<file path="src/rtl/popcount_scheduler.sv">
// popcount_scheduler: round-robin arbiter sharing one chunked ones-counter
// among several requesters, returning count and winner ID via valid/ready.
module popcount_scheduler #(
  parameter int NUM_REQ     = 4,
  parameter int DATA_WIDTH  = 16,
  parameter int CHUNK_WIDTH = 4,
  localparam int NUM_CHUNKS = DATA_WIDTH / CHUNK_WIDTH,
  localparam int CW         = $clog2(DATA_WIDTH) + 1,
  localparam int IW         = $clog2(NUM_REQ)
) (
  input  logic                          clk,
  input  logic                          rst,
  input  logic [NUM_REQ-1:0]            req_valid,
  input  logic [NUM_REQ*DATA_WIDTH-1:0] req_data,
  output logic [NUM_REQ-1:0]            req_ready,
  output logic                          resp_valid,
  input  logic                          resp_ready,
  output logic [CW-1:0]                 resp_count,
  output logic [IW-1:0]                 resp_id,
  output logic                          busy
);

  localparam int PW = $clog2(CHUNK_WIDTH) + 1;
  localparam int KW = (NUM_CHUNKS > 1) ? $clog2(NUM_CHUNKS) : 1;

  localparam logic [1:0] S_IDLE  = 2'd0;
  localparam logic [1:0] S_COUNT = 2'd1;
  localparam logic [1:0] S_RESP  = 2'd2;

  logic [1:0]            r_state;
  logic [IW-1:0]         r_ptr;
  logic [IW-1:0]         r_gid;
  logic [IW-1:0]         r_resp_id;
  logic [DATA_WIDTH-1:0] r_shift;
  logic [CW-1:0]         r_acc;
  logic [CW-1:0]         r_resp_count;
  logic [KW-1:0]         r_idx;

  logic                  w_found;
  logic [IW-1:0]         w_gnt;
  logic [IW-1:0]         w_ptr_nxt;
  logic                  w_accept;
  logic [NUM_REQ-1:0]    w_ready;
  logic [DATA_WIDTH-1:0] w_sel;
  logic [PW-1:0]         w_pc;
  logic [CW-1:0]         w_sum;
  logic                  w_last;

  // first valid requester at or above the pointer, wrapping around
  always_comb begin
    int j;
    w_found = 1'b0;
    w_gnt   = '0;
    j       = 0;
    for (int i = 0; i < NUM_REQ; i++) begin
      j = int'(r_ptr) + i;
      if (j >= NUM_REQ) j = j - NUM_REQ;
      if (!w_found && req_valid[j]) begin
        w_found = 1'b1;
        w_gnt   = IW'(j);
      end
    end
  end

  assign w_accept  = (r_state == S_IDLE) && w_found && !rst;
  assign w_ptr_nxt = (w_gnt == IW'(NUM_REQ - 1)) ? '0 : w_gnt + IW'(1);
  assign w_sel     = req_data[int'(w_gnt)*DATA_WIDTH +: DATA_WIDTH];

  // one-hot acceptance strobe for the granted requester
  always_comb begin
    w_ready = '0;
    if (w_accept) w_ready[w_gnt] = 1'b1;
  end

  // ones in the low chunk of the shift register
  always_comb begin
    w_pc = '0;
    for (int i = 0; i < CHUNK_WIDTH; i++) begin
      w_pc = w_pc + PW'(r_shift[i]);
    end
  end

  assign w_sum  = r_acc + CW'(w_pc);
  assign w_last = (r_idx == KW'(NUM_CHUNKS - 1));

  // arbitration, chunked counting and response hold
  always_ff @(posedge clk) begin
    if (rst) begin
      r_state      <= S_IDLE;
      r_ptr        <= '0;
      r_gid        <= '0;
      r_resp_id    <= '0;
      r_shift      <= '0;
      r_acc        <= '0;
      r_resp_count <= '0;
      r_idx        <= '0;
    end else begin
      unique case (r_state)
        S_IDLE: begin
          if (w_accept) begin
            r_shift <= w_sel;
            r_acc   <= '0;
            r_idx   <= '0;
            r_gid   <= w_gnt;
            r_ptr   <= w_ptr_nxt;
            r_state <= S_COUNT;
          end
        end
        S_COUNT: begin
          r_acc   <= w_sum;
          r_shift <= r_shift >> CHUNK_WIDTH;
          r_idx   <= r_idx + KW'(1);
          if (w_last) begin
            r_resp_count <= w_sum;
            r_resp_id    <= r_gid;
            r_idx        <= '0;
            r_state      <= S_RESP;
          end
        end
        S_RESP: begin
          if (resp_ready) r_state <= S_IDLE;
        end
        default: r_state <= S_IDLE;
      endcase
    end
  end

  assign req_ready  = w_ready;
  assign resp_valid = (r_state == S_RESP);
  assign resp_count = r_resp_count;
  assign resp_id    = r_resp_id;
  assign busy       = (r_state != S_IDLE);

endmodule

</file>
<file path="config.mk">
export PLATFORM = sky130hd
export DESIGN_NAME = popcount_scheduler
export DESIGN_NICKNAME = d
export VERILOG_FILES = /design/src/rtl/popcount_scheduler.sv
export SDC_FILE = /design/constraint.sdc
export NUM_CORES = 1
export LEC_CHECK = 0
export CORE_MARGIN = 10
export CORE_UTILIZATION = 48
export CTS_BUF_LIST = sky130_fd_sc_hd__clkbuf_4 sky130_fd_sc_hd__clkbuf_8 sky130_fd_sc_hd__clkbuf_16
export DETAILED_ROUTE_END_ITERATION = 6
export PLACE_DENSITY = 0.86
export SYNTH_ARGS = -nofsm -noshare
export SYNTH_HDL_FRONTEND = slang
export SYNTH_SLANG_ARGS = --single-unit
</file>
<file path="constraint.sdc">
create_clock -name clk -period 4 [get_ports clk]
set_clock_uncertainty 0.1 [all_clocks]
set_input_delay 1 -clock clk [delete_from_list [all_inputs] [get_ports clk]]
set_output_delay 1 -clock clk [all_outputs]
set_load 0.005 [all_outputs]
</file>
# == Yosys cells after proc, flatten, opt, wreduce, memory -nomap -nowiden ==
# Index checks and enable logic that the tools add are counted.
# classes
add_sub_neg,13
n_lt_le_gt_ge,10
eq_ne,7
n_shift,1
muxes,39
reduce_logical,17
# ops
cell,count
"32-bit by 4-bit less-than comparator with 1-bit output, second input constant",4
32-bit 2-to-1 mux,4
64-bit by 7-bit indexed part select with 16-bit output,1
16-bit case mux with 2 select lines,1
2-bit 2-to-1 mux,10
16-bit 2-to-1 mux,1
1-bit 2-to-1 mux,13
"3-bit by 3-bit subtractor with 4-bit output, second input constant",3
5-bit case mux with 2 select lines,1
"3-bit >= comparator, second input constant",3
1-bit binary-select mux with 2-bit select,4
"2-bit by 2-bit adder with 3-bit output, second input constant",2
"2-bit == test, second input constant",3
1-bit logical AND,6
2-bit case mux with 3 select lines,1
2-bit AND reduction,3
5-bit by 3-bit adder with 5-bit output,1
5-bit 2-to-1 mux,1
"2-bit by 1-bit adder with 2-bit output, second input constant",2
1-bit zero test,4
4-bit 2-to-1 mux,1
"2-bit != test, second input constant",2
2-bit case mux with 2 select lines,1
2-bit nonzero test,2
13 further kinds,13
# totals
ff_bits,36
output_inout_bits,13
word_cells,95

# == Depth between registers and ports, before layout ==
# logic_depth
ltp_word,20
mapped_depth,9
depth_no_buf,9

# == Least setup slack after synthesis ==
# OpenSTA, ideal clock, no wires.
# synth_path
path_type,in2out
start,in req_valid[2]
end,out req_ready[1]
arrival_time_ns,2.309
required_time_ns,2.900
path_slack_ns,0.591
path_stages,8
n_path_buf,2
cell_sequence,nor2b_1 a21oi_1 a31oi_1 buf_4 buf_2 inv_1 ha_1 and2_1
# synth_via
elab_chain_len,18
elab_cells_between_ends,34
cone_classes,order compare: 2; mux: 23; reduce/logical: 9
# synth_lines
item,line,source
"start, declared",13,"input logic [NUM_REQ-1:0] req_valid,"
1-bit binary-select mux with 2-bit select,58,if (!w_found && req_valid[j]) begin
1-bit 2-to-1 mux (implied by the code) (2 in a row),58,
1-bit 2-to-1 mux,58,
1-bit zero test,58,
1-bit logical AND,58,
1-bit 2-to-1 mux,58,
1-bit zero test,58,
1-bit logical AND,58,
[2 not listed],n/a,
1-bit logical AND,58,
2-bit 2-to-1 mux *,58,
via w_gnt[0],40,logic [IW-1:0] w_gnt;
2-bit by 3-bit less-than comparator with 1-bit output (implied by the code) / 2-bit by 1-bit >= comparator with 1-bit output (equally long branches),72,if (w_accept) w_ready[w_gnt] = 1'b1;
1-bit logical AND (implied by the code),72,
1-bit 2-to-1 mux (implied by the code),72,
1-bit demux with 2-bit select *,72,
4-bit 2-to-1 mux *,72,
"end, declared",15,"output logic [NUM_REQ-1:0] req_ready,"
# The timed path passes the listed nets; every way through them passes the cells marked *. The select of a mux whose other input is x is not followed.

# == Final worst setup path ==
# layout_path
start,in req_valid[0]
end,out req_ready[0]
# layout_via
elab_chain_len,18
elab_cells_between_ends,34
cone_classes,order compare: 2; mux: 23; reduce/logical: 9
# layout_lines
item,line
1-bit binary-select mux with 2-bit select,58
1-bit 2-to-1 mux (implied by the code) (2 in a row),58
1-bit 2-to-1 mux,58
1-bit zero test,58
1-bit logical AND,58
1-bit 2-to-1 mux,58
1-bit zero test,58
1-bit logical AND,58
1-bit 2-to-1 mux,58
1-bit zero test,58
1-bit logical AND,58
2-bit 2-to-1 mux,58
2-bit by 3-bit less-than comparator with 1-bit output (implied by the code) / 2-bit by 1-bit >= comparator with 1-bit output (equally long branches),72
1-bit logical AND (implied by the code),72
1-bit 2-to-1 mux (implied by the code),72
1-bit demux with 2-bit select,72
4-bit 2-to-1 mux *,72
# Mark *: on every way between the ends. The rest lies on a longest branch, timed or not. The select of a mux whose other input is x is not followed.

==> key figures <==
GRT
  – First-pass GRT wire length: 10630 um
  – Total GRT Usage: ~17%
  – Grt total ovfl: 0
  – Vias in the first global route: 2223
  – Largest net degree at the start of global routing: 28
  – Initial antenna violation count: 0

Synth
  – Avg Cell Area, Syn: about 8.5 um^2
  – Count leader, synth: nor2_1
  – Gate Count Post-Synth: roughly 260
  – Synth top area share: about a third
  – Top cells by area, synth: dfxtp_1, mux2i_1, nor2_1
  – Distinct cell type count after synthesis: 37
  – Synth warnings: 0
  – Syn Nets: ~340
  – Post-synth top flop: dfxtp_1
  – #FFs+latches synth: 36
  – Seq/Total Area, Yosys: between 30% and 40%
  – Largest area contributor in the netlist: dfxtp_1
  – FFs w/ async S/R, synth: 0%
  – Number of synthesized flops with an enable pin: 0
  – Commonest cells in the synthesized netlist: nor2_1, dfxtp_1, mux2i_1
  – Synthesized area: approximately 0.0022 mm^2

CTS
  – Clock-pin slew on the worst setup and hold paths: roughly 80 ps
  – Num CTS Buffers: 5
  – CTS Sinks: 36
  – Cts hold-fix bufs: 0
  – CTS tree: done
  – Clock root buffer: clkbuf_8
  – Max Root-Sink Buffers: 2
  – Clk_lat worst skew: approximately 290 ps
  – # H-tree levels: 2

Drt
  – Vias per Instance: roughly 5.5
  – Drt total wl: ~6600 um
  – Pre-Repair DR Iteration Count: 4
  – Post-route DRC: 0
  – Vias: 2209
  – Iter 0 DRT Violations: 130
  – DR WL/cell: between 15 and 20 um
  – Post-route ant nets: 0

Setup path
  – Critical Path, Cell by Cell: clkdlybuf4s50_1 -> buf_4 -> a21boi_2 -> o32ai_4 -> buf_4 -> buf_4 -> ha_2 -> and2_1 -> dlygate4sd2_1
  – Crit path from: req_valid[0]
  – Setup CP Type: in -> out
  – Flop-to-flop setup slack: between 1000 and 1500 ps
  – Worst path arrival time: 2810 ps
  – Data required, critical path: between 2000 and 3000 ps
  – CP endpoint: req_ready[0]
  – Worst r2r src: r_shift[0]
  – Worst R2R Path Depth: 7
  – Startpoint class of the critical path: input pin
  – CP dominant cell by count: buf_4
  – Crit-path max FO: 3
  – Worst reg2reg path endpoint: resp_count[4]
  – Slowest library cell on the worst path: clkdlybuf4s50_1
  – Slowest stage delay, CP: between 400 and 500 ps
  – Nature of the critical path endpoint: output pin

Die
  – Die footprint: 0.007707 mm^2
  – Number of I/O pins: 84
  – Core area: between 0.004 and 0.005 mm^2
  – Die Span X: ~90 um
  – Row count: 24
  – Die height: ~88 um
  – Initial Utilization: 49.97%

Final layout
  – Diode count: 0
  – Share of cells above drive strength 1: 12.32%
  – Final Util: between 70% and 80%
  – Fill count: roughly 320
  – Non-filler cells, final: roughly 400
  – Synth-to-layout area growth: 50.37%
  – Final Net Count: roughly 430

Pwr
  – PnR Total Power: 1.184 mW
  – Peak VDD IR: approximately 0.00023 V
  – P_leak: ~1.5 nW
  – Pwr dens: 357.0 mW/mm^2

STA
  – Crit share post-route: roughly 98%
  – Max Transition Viols Final: 0
  – Final setup viols: 0
  – Final min period: between 3000 and 4000 ps
  – Worst Tran Pin Value: ~590 ps
  – Slew headroom: approximately three fifths
  – F_max: roughly 260 MHz
  – Hold Vio Cnt, Final: 0
  – WHS: 356.1 ps

Placed design
  – Cell count after placement: a little under 400
  – RePlAce Congestion: between 0.8 and 0.9
  – Dpl hpwl: around 5100 um
  – IO buf count: just over 80

Run
  – Max Cap Violations: 0

Min path
  – Type of the most critical hold path: reg -> reg

Run status
  – Outcome: completed
cells in the final DEF (no fill, tap or decap), drive strengths merged, types with 2 or more instances in the layout:
master / count
a31oi: 6
dlygate4sd2: 5
o22a: 11
nor3: 4
nor2b: 6
nor4: 3
a21oi: 13
nand2: 19
dfxtp: 36
clkbuf: 7
o21ai: 2
ha: 6
dlymetal6s2s: 2
mux2i: 31
clkdlybuf4s50: 76
fa: 3
nand2b: 3
and2: 5
buf: 17
xnor2: 2
a211oi: 16
nor2: 47
inv: 9
o22ai: 4
or2: 2
a21o: 5
worst min path at each step:
stage / start / end / slack (ps) / depth (start not counted)
final: resp_id[0] / resp_id[0] / 360 / 2
after global routing: resp_id[0] / resp_id[0] / 380 / 2
after CTS: resp_id[0] / resp_id[0] / 360 / 2
after detailed placement: r_shift[13] / r_shift[13] / 340 / 1
after global placement: r_shift[14] / r_shift[14] / 340 / 1
after floorplan: r_shift[12] / r_shift[12] / 330 / 1
stage by stage:
step	setup WS [ps]	setup TNS (ps)	cell area [um^2]
finish	85.39	0	3317
global route	-9.520	-9.520	3317
CTS	-10.07	-10.07	3271
detailed placement	-127.9	-470.8	3115
global placement	-47.11	-155.5	3115
floorplan	591.0	0	2206
final cells by class:
type	count	area, um^2	share of cell area (%)
Multi-Input combinational cell	196	1411	42.55
Inverter	9	36.28	1.094
Tap cell	52	65.06	1.962
Timing Repair Buffer	100	957.2	28.86
Sequential cell	36	720.7	21.73
Clock buffer	7	96.34	2.905
Clock inverter	1	30.03	0.9053
critical path, delay by kind of cell:
family                   cells  cell delay (ps)
AND/OR/NAND/NOR              1              110
buffers and inverters        5             1140
AO/OA/AOI/OAI                2              420
adder cells (fa/ha/maj)      1              140
state kept, by name, indices dropped and copies added (netlist names):
name / cells
r_shift: 16
r_acc: 5
resp_count: 5
r_gid: 2
r_idx: 2
r_ptr: 2
r_state: 2
resp_id: 2
logic make-up after synthesis:
logic type | share of synthesized area (%)
xor+xnor | 1.191
buf+inv | 6.126
flops | 32.67
simple gates | 18.38
compound gates | 20.93
mux | 14.58
fa+ha+maj | 6.126
per-layer routing:
layer | GRT usage (%) | vias up | wire length, um
met1 | 17.97 | 1039 | 2505
met4 | 6.812 | 0 | 115
met3 | 4.178 | 12 | 416
met2 | 31.81 | 75 | 3570
met5 | 0 | - | 0
li1 | - | 1083 | -
report_power, final:
part | switching, mW | total, mW | leakage (nW) | internal [mW]
Clock | 0.128 | 0.348 | 0.0645 | 0.220
Sequential | 0.0318 | 0.431 | 0.296 | 0.399
Combinational | 0.190 | 0.405 | 1.11 | 0.216
Total | 0.350 | 1.18 | 1.47 | 0.835
repair_timing:
action | in CTS | in global routing
buffers inserted | 2 | 2
endpoints found under the setup margin | 4 | 1
gates cloned | 0 | 0
hold endpoints to repair | 0 | 0
pin swaps | 3 | 3
resized for setup | 11 | 8
Note: power is estimated with default switching activity, not from simulation.
